<file path="src/rtl/wb_burst_reader_if.sv">
// ----------------------------------------------------------------------------
// wb_burst_reader_if
//   Wishbone B4 bus bundle with registered-feedback burst tags (CTI/BTE).
//
//   Signals:
//     cyc, stb, we   cycle, strobe, write enable      (master -> slave)
//     adr[31:0]      byte address                     (master -> slave)
//     sel[3:0]       byte lane select                 (master -> slave)
//     cti[2:0]       cycle type identifier            (master -> slave)
//     bte[1:0]       burst type extension             (master -> slave)
//     dat_ms[31:0]   write data                       (master -> slave)
//     dat_sm[31:0]   read data                        (slave -> master)
//     ack, err, rty  cycle termination                (slave -> master)
// ----------------------------------------------------------------------------
interface wb_burst_reader_if;
    logic        cyc;
    logic        stb;
    logic        we;
    logic [31:0] adr;
    logic [3:0]  sel;
    logic [2:0]  cti;
    logic [1:0]  bte;
    logic [31:0] dat_ms;
    logic [31:0] dat_sm;
    logic        ack;
    logic        err;
    logic        rty;

    modport master (
        output cyc, stb, we, adr, sel, cti, bte, dat_ms,
        input  dat_sm, ack, err, rty
    );

    modport slave (
        input  cyc, stb, we, adr, sel, cti, bte, dat_ms,
        output dat_sm, ack, err, rty
    );
endinterface

</file>
<file path="src/rtl/wb_burst_reader.sv">
// ----------------------------------------------------------------------------
// wb_burst_reader
//   Wishbone master that reads a block of consecutive 32-bit words using
//   incrementing-burst cycles and streams them out through a small FIFO.
//   When the FIFO fills, stb is withheld, so downstream back-pressure turns
//   into master wait states on the bus.
//
//   Ports:
//     clk, rst             clock, synchronous active-high reset
//     start                one-cycle request, accepted only when idle
//     base_adr[31:0]       byte start address (bits [1:0] ignored)
//     len[LEN_W-1:0]       number of words to read (0 = empty transfer)
//     busy                 transfer in progress, through the done cycle
//     done                 one-cycle end-of-transfer pulse
//     error                qualified by done: transfer ended by err/rty
//     wb_m                 Wishbone master port
//     rd_data[31:0]        FIFO head word
//     rd_valid             FIFO not empty
//     rd_ready             consumer accepts rd_data
// ----------------------------------------------------------------------------
module wb_burst_reader #(
    parameter int LEN_W      = 12,
    parameter int FIFO_DEPTH = 8
) (
    input  logic                 clk,
    input  logic                 rst,
    input  logic                 start,
    input  logic [31:0]          base_adr,
    input  logic [LEN_W-1:0]     len,
    output logic                 busy,
    output logic                 done,
    output logic                 error,
    wb_burst_reader_if.master    wb_m,
    output logic [31:0]          rd_data,
    output logic                 rd_valid,
    input  logic                 rd_ready
);

    localparam int PTR_W = $clog2(FIFO_DEPTH);
    localparam int CNT_W = PTR_W + 1;

    typedef enum logic [1:0] {
        IDLE,
        BURST,
        DONE
    } state_t;

    state_t           state;
    logic             cyc_q;
    logic [31:0]      adr_q;
    logic [LEN_W-1:0] remaining;

    logic [31:0]      mem [FIFO_DEPTH];
    logic [PTR_W-1:0] wr_ptr;
    logic [PTR_W-1:0] rd_ptr;
    logic [CNT_W-1:0] count;

    logic fifo_full;
    logic stb;
    logic last_beat;
    logic beat_term;
    logic beat_ack;
    logic push;
    logic pop;

    // The two low address bits are dropped on purpose: transfers are word aligned.
    logic unused_adr_bits;
    assign unused_adr_bits = ^base_adr[1:0];

    // stb looks only at the registered count, so a pop in this cycle cannot
    // open room for a beat in the same cycle; this keeps the bus path short.
    assign fifo_full = (count == CNT_W'(FIFO_DEPTH));
    assign stb       = cyc_q & ~fifo_full;
    assign last_beat = (remaining == LEN_W'(1));

    // err/rty win over ack when a slave drives several terminations at once.
    assign beat_term = stb & (wb_m.err | wb_m.rty);
    assign beat_ack  = stb & wb_m.ack & ~(wb_m.err | wb_m.rty);
    assign push      = beat_ack;
    assign pop       = rd_valid & rd_ready;

    assign wb_m.cyc    = cyc_q;
    assign wb_m.stb    = stb;
    assign wb_m.we     = 1'b0;
    assign wb_m.adr    = adr_q;
    assign wb_m.sel    = 4'hF;
    assign wb_m.cti    = cyc_q ? (last_beat ? 3'b111 : 3'b010) : 3'b000;
    assign wb_m.bte    = 2'b00;
    assign wb_m.dat_ms = 32'h0;

    // ------------------------------------------------------------------
    // Control FSM
    // ------------------------------------------------------------------
    // NOTE: state registers use non-blocking assignments so every flop
    // samples the pre-edge values, independent of statement order.
    always_ff @(posedge clk) begin
        if (rst) begin
            state     <= IDLE;
            cyc_q     <= 1'b0;
            adr_q     <= 32'h0;
            remaining <= '0;
            busy      <= 1'b0;
            done      <= 1'b0;
            error     <= 1'b0;
        end else begin
            // done/error are single-cycle pulses unless set below.
            done  <= 1'b0;
            error <= 1'b0;
            case (state)
                IDLE: begin
                    if (start) begin
                        busy <= 1'b1;
                        if (len != '0) begin
                            adr_q     <= {base_adr[31:2], 2'b00};
                            remaining <= len;
                            cyc_q     <= 1'b1;
                            state     <= BURST;
                        end else begin
                            done  <= 1'b1;
                            state <= DONE;
                        end
                    end
                end
                BURST: begin
                    if (beat_term) begin
                        cyc_q <= 1'b0;
                        done  <= 1'b1;
                        error <= 1'b1;
                        state <= DONE;
                    end else if (beat_ack) begin
                        adr_q     <= adr_q + 32'd4;
                        remaining <= remaining - LEN_W'(1);
                        if (last_beat) begin
                            cyc_q <= 1'b0;
                            done  <= 1'b1;
                            state <= DONE;
                        end
                    end
                end
                DONE: begin
                    busy  <= 1'b0;
                    state <= IDLE;
                end
                default: begin
                    cyc_q <= 1'b0;
                    busy  <= 1'b0;
                    state <= IDLE;
                end
            endcase
        end
    end

    // ------------------------------------------------------------------
    // Read-data FIFO
    // ------------------------------------------------------------------
    // NOTE: the storage array has no reset; the pointers and count define
    // which entries are live, so flushing them is enough and the array can
    // map onto plain RAM or LUT storage.
    always_ff @(posedge clk) begin
        if (push) begin
            mem[wr_ptr] <= wb_m.dat_sm;
        end
    end

    always_ff @(posedge clk) begin
        if (rst) begin
            wr_ptr <= '0;
            rd_ptr <= '0;
            count  <= '0;
        end else begin
            if (push) begin
                wr_ptr <= wr_ptr + PTR_W'(1);
            end
            if (pop) begin
                rd_ptr <= rd_ptr + PTR_W'(1);
            end
            case ({push, pop})
                2'b10:   count <= count + CNT_W'(1);
                2'b01:   count <= count - CNT_W'(1);
                default: count <= count;
            endcase
        end
    end

    assign rd_valid = (count != '0);
    assign rd_data  = mem[rd_ptr];

endmodule

</file>
<file path="src/flat_wrapper.sv">
// flat-port wrapper written by rule: the top's interface ports become plain ports
module wb_burst_reader_flat 
#(
    parameter int LEN_W      = 12,
    parameter int FIFO_DEPTH = 8
)
  (clk, rst, start, base_adr, len, busy, done, error, rd_data, rd_valid, rd_ready, wb_m_cyc, wb_m_stb, wb_m_we, wb_m_adr, wb_m_sel, wb_m_cti, wb_m_bte, wb_m_dat_ms, wb_m_dat_sm, wb_m_ack, wb_m_err, wb_m_rty);
  wb_burst_reader_if wb_m_i ();
  input  logic clk;
  input  logic rst;
  input  logic start;
  input  logic [31:0] base_adr;
  input  logic [LEN_W-1:0] len;
  output logic busy;
  output logic done;
  output logic error;
  output logic [31:0] rd_data;
  output logic rd_valid;
  input  logic rd_ready;
  output wire logic [$bits(wb_m_i.cyc)-1:0] wb_m_cyc;
  output wire logic [$bits(wb_m_i.stb)-1:0] wb_m_stb;
  output wire logic [$bits(wb_m_i.we)-1:0] wb_m_we;
  output wire logic [$bits(wb_m_i.adr)-1:0] wb_m_adr;
  output wire logic [$bits(wb_m_i.sel)-1:0] wb_m_sel;
  output wire logic [$bits(wb_m_i.cti)-1:0] wb_m_cti;
  output wire logic [$bits(wb_m_i.bte)-1:0] wb_m_bte;
  output wire logic [$bits(wb_m_i.dat_ms)-1:0] wb_m_dat_ms;
  input wire logic [$bits(wb_m_i.dat_sm)-1:0] wb_m_dat_sm;
  input wire logic [$bits(wb_m_i.ack)-1:0] wb_m_ack;
  input wire logic [$bits(wb_m_i.err)-1:0] wb_m_err;
  input wire logic [$bits(wb_m_i.rty)-1:0] wb_m_rty;
  assign wb_m_cyc = wb_m_i.cyc;
  assign wb_m_stb = wb_m_i.stb;
  assign wb_m_we = wb_m_i.we;
  assign wb_m_adr = wb_m_i.adr;
  assign wb_m_sel = wb_m_i.sel;
  assign wb_m_cti = wb_m_i.cti;
  assign wb_m_bte = wb_m_i.bte;
  assign wb_m_dat_ms = wb_m_i.dat_ms;
  assign wb_m_i.dat_sm = wb_m_dat_sm;
  assign wb_m_i.ack = wb_m_ack;
  assign wb_m_i.err = wb_m_err;
  assign wb_m_i.rty = wb_m_rty;
  wb_burst_reader #(.LEN_W(LEN_W), .FIFO_DEPTH(FIFO_DEPTH)) u_core (.clk(clk), .rst(rst), .start(start), .base_adr(base_adr), .len(len), .busy(busy), .done(done), .error(error), .wb_m(wb_m_i), .rd_data(rd_data), .rd_valid(rd_valid), .rd_ready(rd_ready));
endmodule
</file>
<file path="config.mk">
export PLATFORM = sky130hd
export DESIGN_NAME = wb_burst_reader_flat
export DESIGN_NICKNAME = d
export VERILOG_FILES = /design/src/rtl/wb_burst_reader_if.sv /design/src/rtl/wb_burst_reader.sv /design/src/flat_wrapper.sv
export SDC_FILE = /design/constraint.sdc
export NUM_CORES = 1
export LEC_CHECK = 0
export ABC_AREA = 0
export CELL_PAD_IN_SITES_DETAIL_PLACEMENT = 0
export CELL_PAD_IN_SITES_GLOBAL_PLACEMENT = 1
export CORE_AREA = 2 2 176 178
export CTS_CLUSTER_DIAMETER = 40
export DETAILED_ROUTE_END_ITERATION = 10
export DIE_AREA = 0 0 178 180
export GPL_ROUTABILITY_DRIVEN = 0
export PLACE_DENSITY = 0.84
export SYNTH_ARGS = -nofsm -noshare
export SYNTH_HDL_FRONTEND = slang
export SYNTH_SLANG_ARGS = --single-unit
</file>
<file path="constraint.sdc">
create_clock -name clk -period 6.4 [get_ports clk]
set_input_delay 0.64 -clock clk [delete_from_list [all_inputs] [get_ports clk]]
set_output_delay 0.64 -clock clk [all_outputs]
set_load 0.005 [all_outputs]
</file>
==> run summary, run 1 <==
RSZ-0062 raised after global routing = no
reg2reg path depth = 6
Comb pwr share = 8.0%
placed instance area = 15,500 um^2
Post-Place Setup Slack = 2890 ps
yosys warns = 0
skew final = 31.3 ps
Initial DRC Count = 694
initial antenna violation count = 5
Slew headroom = 24.4%
final HPWL from detailed placement = 17.3 mm
gr ovfl total = 0
total global-route track usage = 18.9%
clock-pin slew on the worst setup and hold paths = 50 ps
Final nets = 1,146
sequential cell area fraction in the yosys report = 64.9%
critical path endpoint category = output port
final hold slack = 464 ps
CORE AREA = 30,200 um^2
met1 WL = 12.4 mm
Tcrit/Tclk final = 61.5%
Hold Fails Final Rpt = 0
final setup vio count = 0
LEAKAGE = 5.48 nW
Clk pwr share = 44.6%
mapped cell area = 13,700 um^2
status = finished clean
Fill cells = 2,348
final setup margin = 2470 ps
layout cells sized above 1 = 18.8%
H-tree levels = 2
Slew Limit Fails = 0
Remaining DRCs = 0
Power Density = 290 nW/um^2
Synth Area in XOR/XNOR = 0.447%
CP Class = flop to output port
Post-synth EDFFs = 256
PortBufs = 151
Inserted Clock Buffers = 40
CTS max path bufs = 3
Int Power = 3.78 mW
Syn Inst Count = 903
Vias per Instance = 5.58
row count = 64
hold crit path type = flop to flop
Detailed Route WL = 30.0 mm
hold path depth = 2
Post-Synth Simple-Gate Area = 8.92%
max-cap violation count = 0
Root Driver = clkbuf_16
largest net degree at the start of global routing = 65
setup TNS = 0 ps
total number of vias = 8,278
Critical Path Source Type = flop
metal3 WL = 2.27 mm
met2 wire length = 14.5 mm
switching share of power = 22.3%
post-route cell area = 16,800 um^2
die width = 178 um
syn_area_per_cell = 15.2 um^2
total setup buffers inserted after CTS = 0
Fmax = 254 MHz
average routed wire per standard cell = 20.2 um
CTS Hold Bufs = 0
chip height = 180 um
crit path max fanout = 37
first-pass GRT wire length = 47.0 mm
worst-margin pin slew = 1130 ps
Flop pwr share = 47.4%
TritonCTS clock tree = built
I/O pin cnt = 195
Sw Pwr = 1.08 mW
final core utilization = 55.5%
post-synthesis compound-gate area fraction = 7.04%
post-synthesis async set-or-reset flop share = 0%
CP required = 5760 ps
post-synthesis mux area share = 13.2%
Data arrival, critical path = 3290 ps
# clock sinks = 317
#FFs+latches synth = 317
post-layout min period = 3930 ps
predominant post-synthesis flop cell = edfxtp_1
Clk Latency, worst-skew pair = 540 ps
Distinct cells, synth = 72
vias in the first global route = 8,381
cts repair resizes = 0
largest vdd supply drop = 155 uV
drt first pass iters = 5
post-detailed-route count of antenna-violating nets = 0
area delta synth->final = 22.2%
Initial Util = 45.5%
Synth Area in Adders = 0.729%
top sig layer = met5
die area = 32,000 um^2
main combinational cell family by area after synthesis = multiplexers
[worst max-delay path, cell delays in order (launching register included)]
cell and delay [ps]:
dfxtp_4 810, buf_4 590, mux4_2 580, mux2_2 300, clkdlybuf4s50_1 460
[sequential cells by signal, summed over array words and instances, names as in the netlist, named ones only]
name	flops
u_core.error	1
u_core.wb_m.adr	30
u_core.wr_ptr	3
u_core.busy	1
u_core.count	4
u_core.wb_m.cyc	1
u_core.remaining	12
u_core.done	1
u_core.state	2
u_core.rd_ptr	3
u_core.mem	256
[metrics by stage]
stage / instances / total power, mW
after floorplan: 942 / 2.58
after global placement: 1409 / 2.73
after detailed placement: 1409 / 2.74
after CTS: 1481 / 4.92
after global routing: 1483 / 5.04
final: 1484 / 4.87
[worst paths after layout]
path | startpoint | endpoint | slack [ps]
setup / recovery | flop | rd_data[25] | 2470
hold / removal | u_core.busy | u_core.busy | 460
setup reg to reg | u_core.state[0] | u_core.wb_m.adr[18] | 3050
hold reg to reg | u_core.busy | u_core.busy | 460
[placed cells by master (no fill, tap or decap), drive strengths merged, types with 4 or more instances in the layout]
| master | instances |
|---|---|
| edfxtp | 256 |
| clkdlybuf4s50 | 150 |
| mux4 | 64 |
| dfxtp | 61 |
| nand2 | 55 |
| clkbuf | 51 |
| nor2 | 49 |
| a21oi | 46 |
| conb | 41 |
| o21ai | 36 |
| mux2 | 32 |
| nand3 | 21 |
| inv | 18 |
| buf | 17 |
| nor3 | 17 |
| a31oi | 13 |
| nand4 | 13 |
| clkinv | 13 |
| nor4 | 12 |
| and3 | 9 |
| ha | 8 |
| a21o | 7 |
| xor2 | 6 |
| a2bb2oi | 6 |
| a211oi | 5 |
| a22o | 5 |
| or4 | 5 |
| and2 | 4 |
| o22ai | 4 |
| o32ai | 4 |
| or3 | 4 |
| a22oi | 4 |
| nand2b | 4 |
| nor3b | 4 |
[cell usage after synthesis (all sizes together) (15+ instances only)]
cell	count	area, um^2
a21oi	46	230
buf	72	498
clkbuf	24	91.3
dfxtp	61	1220
edfxtp	256	7690
inv	15	56.3
mux2	32	360
mux4	64	1440
nand2	55	206
nand3	21	105
nor2	49	191
nor3	17	85.1
o21ai	36	180
[power groups by stage]
stage / clock (mW) / sequential, mW / combinational, mW
finish: 2.17 / 2.31 / 0.391
global route: 2.30 / 2.31 / 0.432
CTS: 2.22 / 2.31 / 0.393
detailed placement: 0 / 2.35 / 0.391
global placement: 0 / 2.35 / 0.383
floorplan: 0 / 2.33 / 0.251
[layer usage]
metal | up-vias | global-route usage (%)
met5 | - | 0
met4 | 4 | 6.62
li1 | 3761 | -
met2 | 307 | 30.3
met3 | 55 | 4.51
met1 | 4151 | 25.1
[layout make-up]
cell class	instances	area [um^2]	area share, %
flip-flops and latches	317	8910	53.2
multi-input cells	514	4370	26.0
repair buffers	167	1630	9.70
clock buffers	51	1070	6.40
well taps	396	495	2.95
clock inverters	21	230	1.37
inverters	15	56.3	0.336
diodes	3	7.51	0.0448
[cells by family after synthesis]
group,count (synthesis)
buffers and inverters,111
AND/OR/NAND/NOR,212
AO/OA/AOI/OAI,149
flip-flops,317
adder cells (fa/ha/maj),8
XOR/XNOR,7
other,2
multiplexers,97
Note: power is estimated with default switching activity, not from simulation.
==> run 2: changes to the inputs <==
--- a/config.mk
+++ b/config.mk
@@ -8,12 +8,12 @@
 export ABC_AREA = 0
 export CELL_PAD_IN_SITES_DETAIL_PLACEMENT = 0
 export CELL_PAD_IN_SITES_GLOBAL_PLACEMENT = 1
-export CORE_AREA = 2 2 176 178
+export CORE_AREA = 2 2 186 188
 export CTS_CLUSTER_DIAMETER = 40
 export DETAILED_ROUTE_END_ITERATION = 10
-export DIE_AREA = 0 0 178 180
+export DIE_AREA = 0 0 188 190
 export GPL_ROUTABILITY_DRIVEN = 0
-export PLACE_DENSITY = 0.84
+export PLACE_DENSITY = 0.8
 export SYNTH_ARGS = -nofsm -noshare
 export SYNTH_HDL_FRONTEND = slang
 export SYNTH_SLANG_ARGS = --single-unit
==> constraint.sdc (replaced) <==
create_clock -name clk -period 3.17 [get_ports clk]
set_input_delay 0.317 -clock clk [delete_from_list [all_inputs] [get_ports clk]]
set_output_delay 0.317 -clock clk [all_outputs]
set_load 0.005 [all_outputs]
==> run 2 against run 1 <==
Utilization shrank 5.1 points. Final area grew 2.1%. Flip-flop and latch count is the same. Total power grew 100%. Highest routed layer is now met4. Critical path depth is the same. Combinational power grew 110%.
==> run summary, run 2 (synthesis gave the netlist of run 1 again) <==
Slew headroom = 43.2% (+19 points)
CORE AREA = 33,900 um^2 (+12%)
first-pass GRT wire length = 46.8 mm (-0.46%)
PortBufs = 151 (unchanged)
top sig layer = met4
Slowest-stage cell, CP = mux4_2
skew final = 13.2 ps (-18.1 ps)
Tcrit/Tclk final = 94.0%
Power Density = 583 nW/um^2 (+100%)
post-detailed-route count of antenna-violating nets = 0 (unchanged)
layout cells sized above 1 = 20.0% (+1.2 points)
Critical Path, Cell by Cell = buf_4 > mux4_2 > mux2_2 > clkdlybuf4s50_1
RSZ-0062 raised after global routing = no
chip height = 190 um (+5.6%)
Clk Latency, worst-skew pair = 520 ps (-20 ps)
status = finished clean
Sequential Area = 8910 um^2 (unchanged)
CP required = 2850 ps (-2910 ps)
total global-route track usage = 16.7% (-2.1 points)
largest vdd supply drop = 442 uV (+180%)
Comb pwr share = 8.2% (+0.2 points)
Initial DRC Count = 626 (-9.8%)
cts repair resizes = 0 (unchanged)
met1 WL = 12.9 mm (+3.8%)
metal3 WL = 2.11 mm (-7.2%)
gr ovfl total = 0 (unchanged)
Post-Place Setup Slack = 407 ps (-2480 ps)
hold path start = rst
Buf+Inv Stages, Crit Path = 2 (unchanged)
row count = 68 (+6.3%)
crit-path leading delay family = multiplexers
delay of the slowest critical-path stage = 550 ps (-260 ps)
Initial Util = 40.4% (-5.0 points)
Sw Pwr = 2.19 mW (+100%)
footprint of the multi-input gates = 4400 um^2 (+0.69%)
H-tree levels = 2 (unchanged)
CP Class = flop to output port
initial antenna violation count = 1 (-4)
power consumption = 9.98 mW (+100%)
Detailed Route WL = 30.0 mm (+0.14%)
LEAKAGE = 5.59 nW (+2.0%)
Flop pwr share = 46.6% (-0.8 points)
Largest register FFs = 256 (unchanged)
met2 wire length = 14.6 mm (+0.78%)
Fmax = 336 MHz
post-layout min period = 2980 ps
Data arrival, critical path = 2660 ps (-630 ps)
average routed wire per standard cell = 19.3 um (-4.3%)
worst-margin pin slew = 846 ps (-280 ps)
TritonCTS clock tree = built
Vias per Instance = 5.29 (-5.1%)
hold crit path type = primary input to flop
final setup margin = 190 ps (-2280 ps)
Reg-to-Reg Start = u_core.count[1]
Root Driver = clkbuf_16
Int Power = 7.79 mW (+110%)
final setup vio count = 0 (unchanged)
final HPWL from detailed placement = 17.6 mm (+1.4%)
die width = 188 um (+5.6%)
max-cap violation count = 0 (unchanged)
Clk pwr share = 45.2% (+0.6 points)
switching share of power = 21.9% (-0.36 points)
Slew Limit Fails = 0 (unchanged)
Remaining DRCs = 0 (unchanged)
area delta synth->final = 24.8%
commonest non-fill, non-tap cell in the layout = edfxtp_1
critical path endpoint category = output port
total setup buffers inserted after CTS = 1 (+1)
Fill cells = 2,796 (+19%)
CTS Hold Bufs = 0 (unchanged)
drt first pass iters = 5 (unchanged)
Final nets = 1,159 (+1.1%)
vias in the first global route = 8,159 (-2.6%)
# clock sinks = 317 (unchanged)
total number of vias = 8,222 (-0.68%)
largest reg by FF count = u_core.mem
I/O pin cnt = 195 (unchanged)
CTS max path bufs = 3 (unchanged)
largest net degree at the start of global routing = 65 (unchanged)
Inserted Clock Buffers = 42 (+5.0%)
crit path max fanout = 11 (-70%)
commonest cells after routing, fill and taps aside = 256 x edfxtp_1, 150 x clkdlybuf4s50_1, 64 x mux4_2
die area = 35,700 um^2 (+11%)
Hold Fails Final Rpt = 0 (unchanged)
clock-pin slew on the worst setup and hold paths = 50 ps (about the same)
Critical Path Source Type = flop
run 2: worst register-to-register path, delay by kind of cell, from the launching register on:
family	cells	cell delay, ps
AND/OR/NAND/NOR	3	830
adder cells (fa/ha/maj)	2	490
flip-flops	1	390
XOR/XNOR	2	330
buffers and inverters	1	300
AO/OA/AOI/OAI	2	190
run 2: worst paths after layout:
check / end / slack, ps / cells past startpoint
setup / recovery: rd_data[20] / 190 / 4
hold / removal: u_core.remaining[5] / 340 / 2
setup reg to reg: u_core.count[2] / 570 / 10
hold reg to reg: u_core.busy / 470 / 2
run 2: power by group through the flow:
| stage | clock network [mW] | logic, mW | registers [mW] |
|---|---|---|---|
| 6_report | 4.51 | 0.817 | 4.65 |
| 5_1_grt | 4.79 | 0.899 | 4.66 |
| 4_1_cts | 4.60 | 0.823 | 4.65 |
| 3_5_place_dp | 0 | 0.811 | 4.74 |
| 3_3_place_gp | 0 | 0.797 | 4.74 |
| 2_1_floorplan | 0 | 0.507 | 4.71 |
run 2: per-layer routing:
layer	GRT usage, %	vias to the layer above
met5	0	-
met4	3.79	0
met3	3.87	30
met2	27.7	280
met1	22.5	4124
li1	-	3788
run 2: per-stage QoR:
step | hold WS [ps] | std cells | utilization (%) | area, um^2 | TNS, ps
2_1_floorplan | 416 | 942 | - | 13900 | -79080
3_3_place_gp | 458 | 1478 | 46.4 | 15800 | 0
3_5_place_dp | 469 | 1478 | 46.4 | 15800 | 0
4_1_cts | 317 | 1552 | 50.4 | 17100 | 0
5_1_grt | 331 | 1552 | 50.4 | 17100 | 0
6_report | 344 | 1553 | 50.5 | 17100 | 0
run 2: layout make-up:
class                           count  share of cell area [%]
Clock inverter                     25                    1.49
Multi-Input combinational cell    514                    25.7
Tap cell                          455                    3.32
Antenna cell                        1                  0.0146
Clock buffer                       48                    6.38
Sequential cell                   317                    52.0
Timing Repair Buffer              178                    10.8
Inverter                           15                   0.329
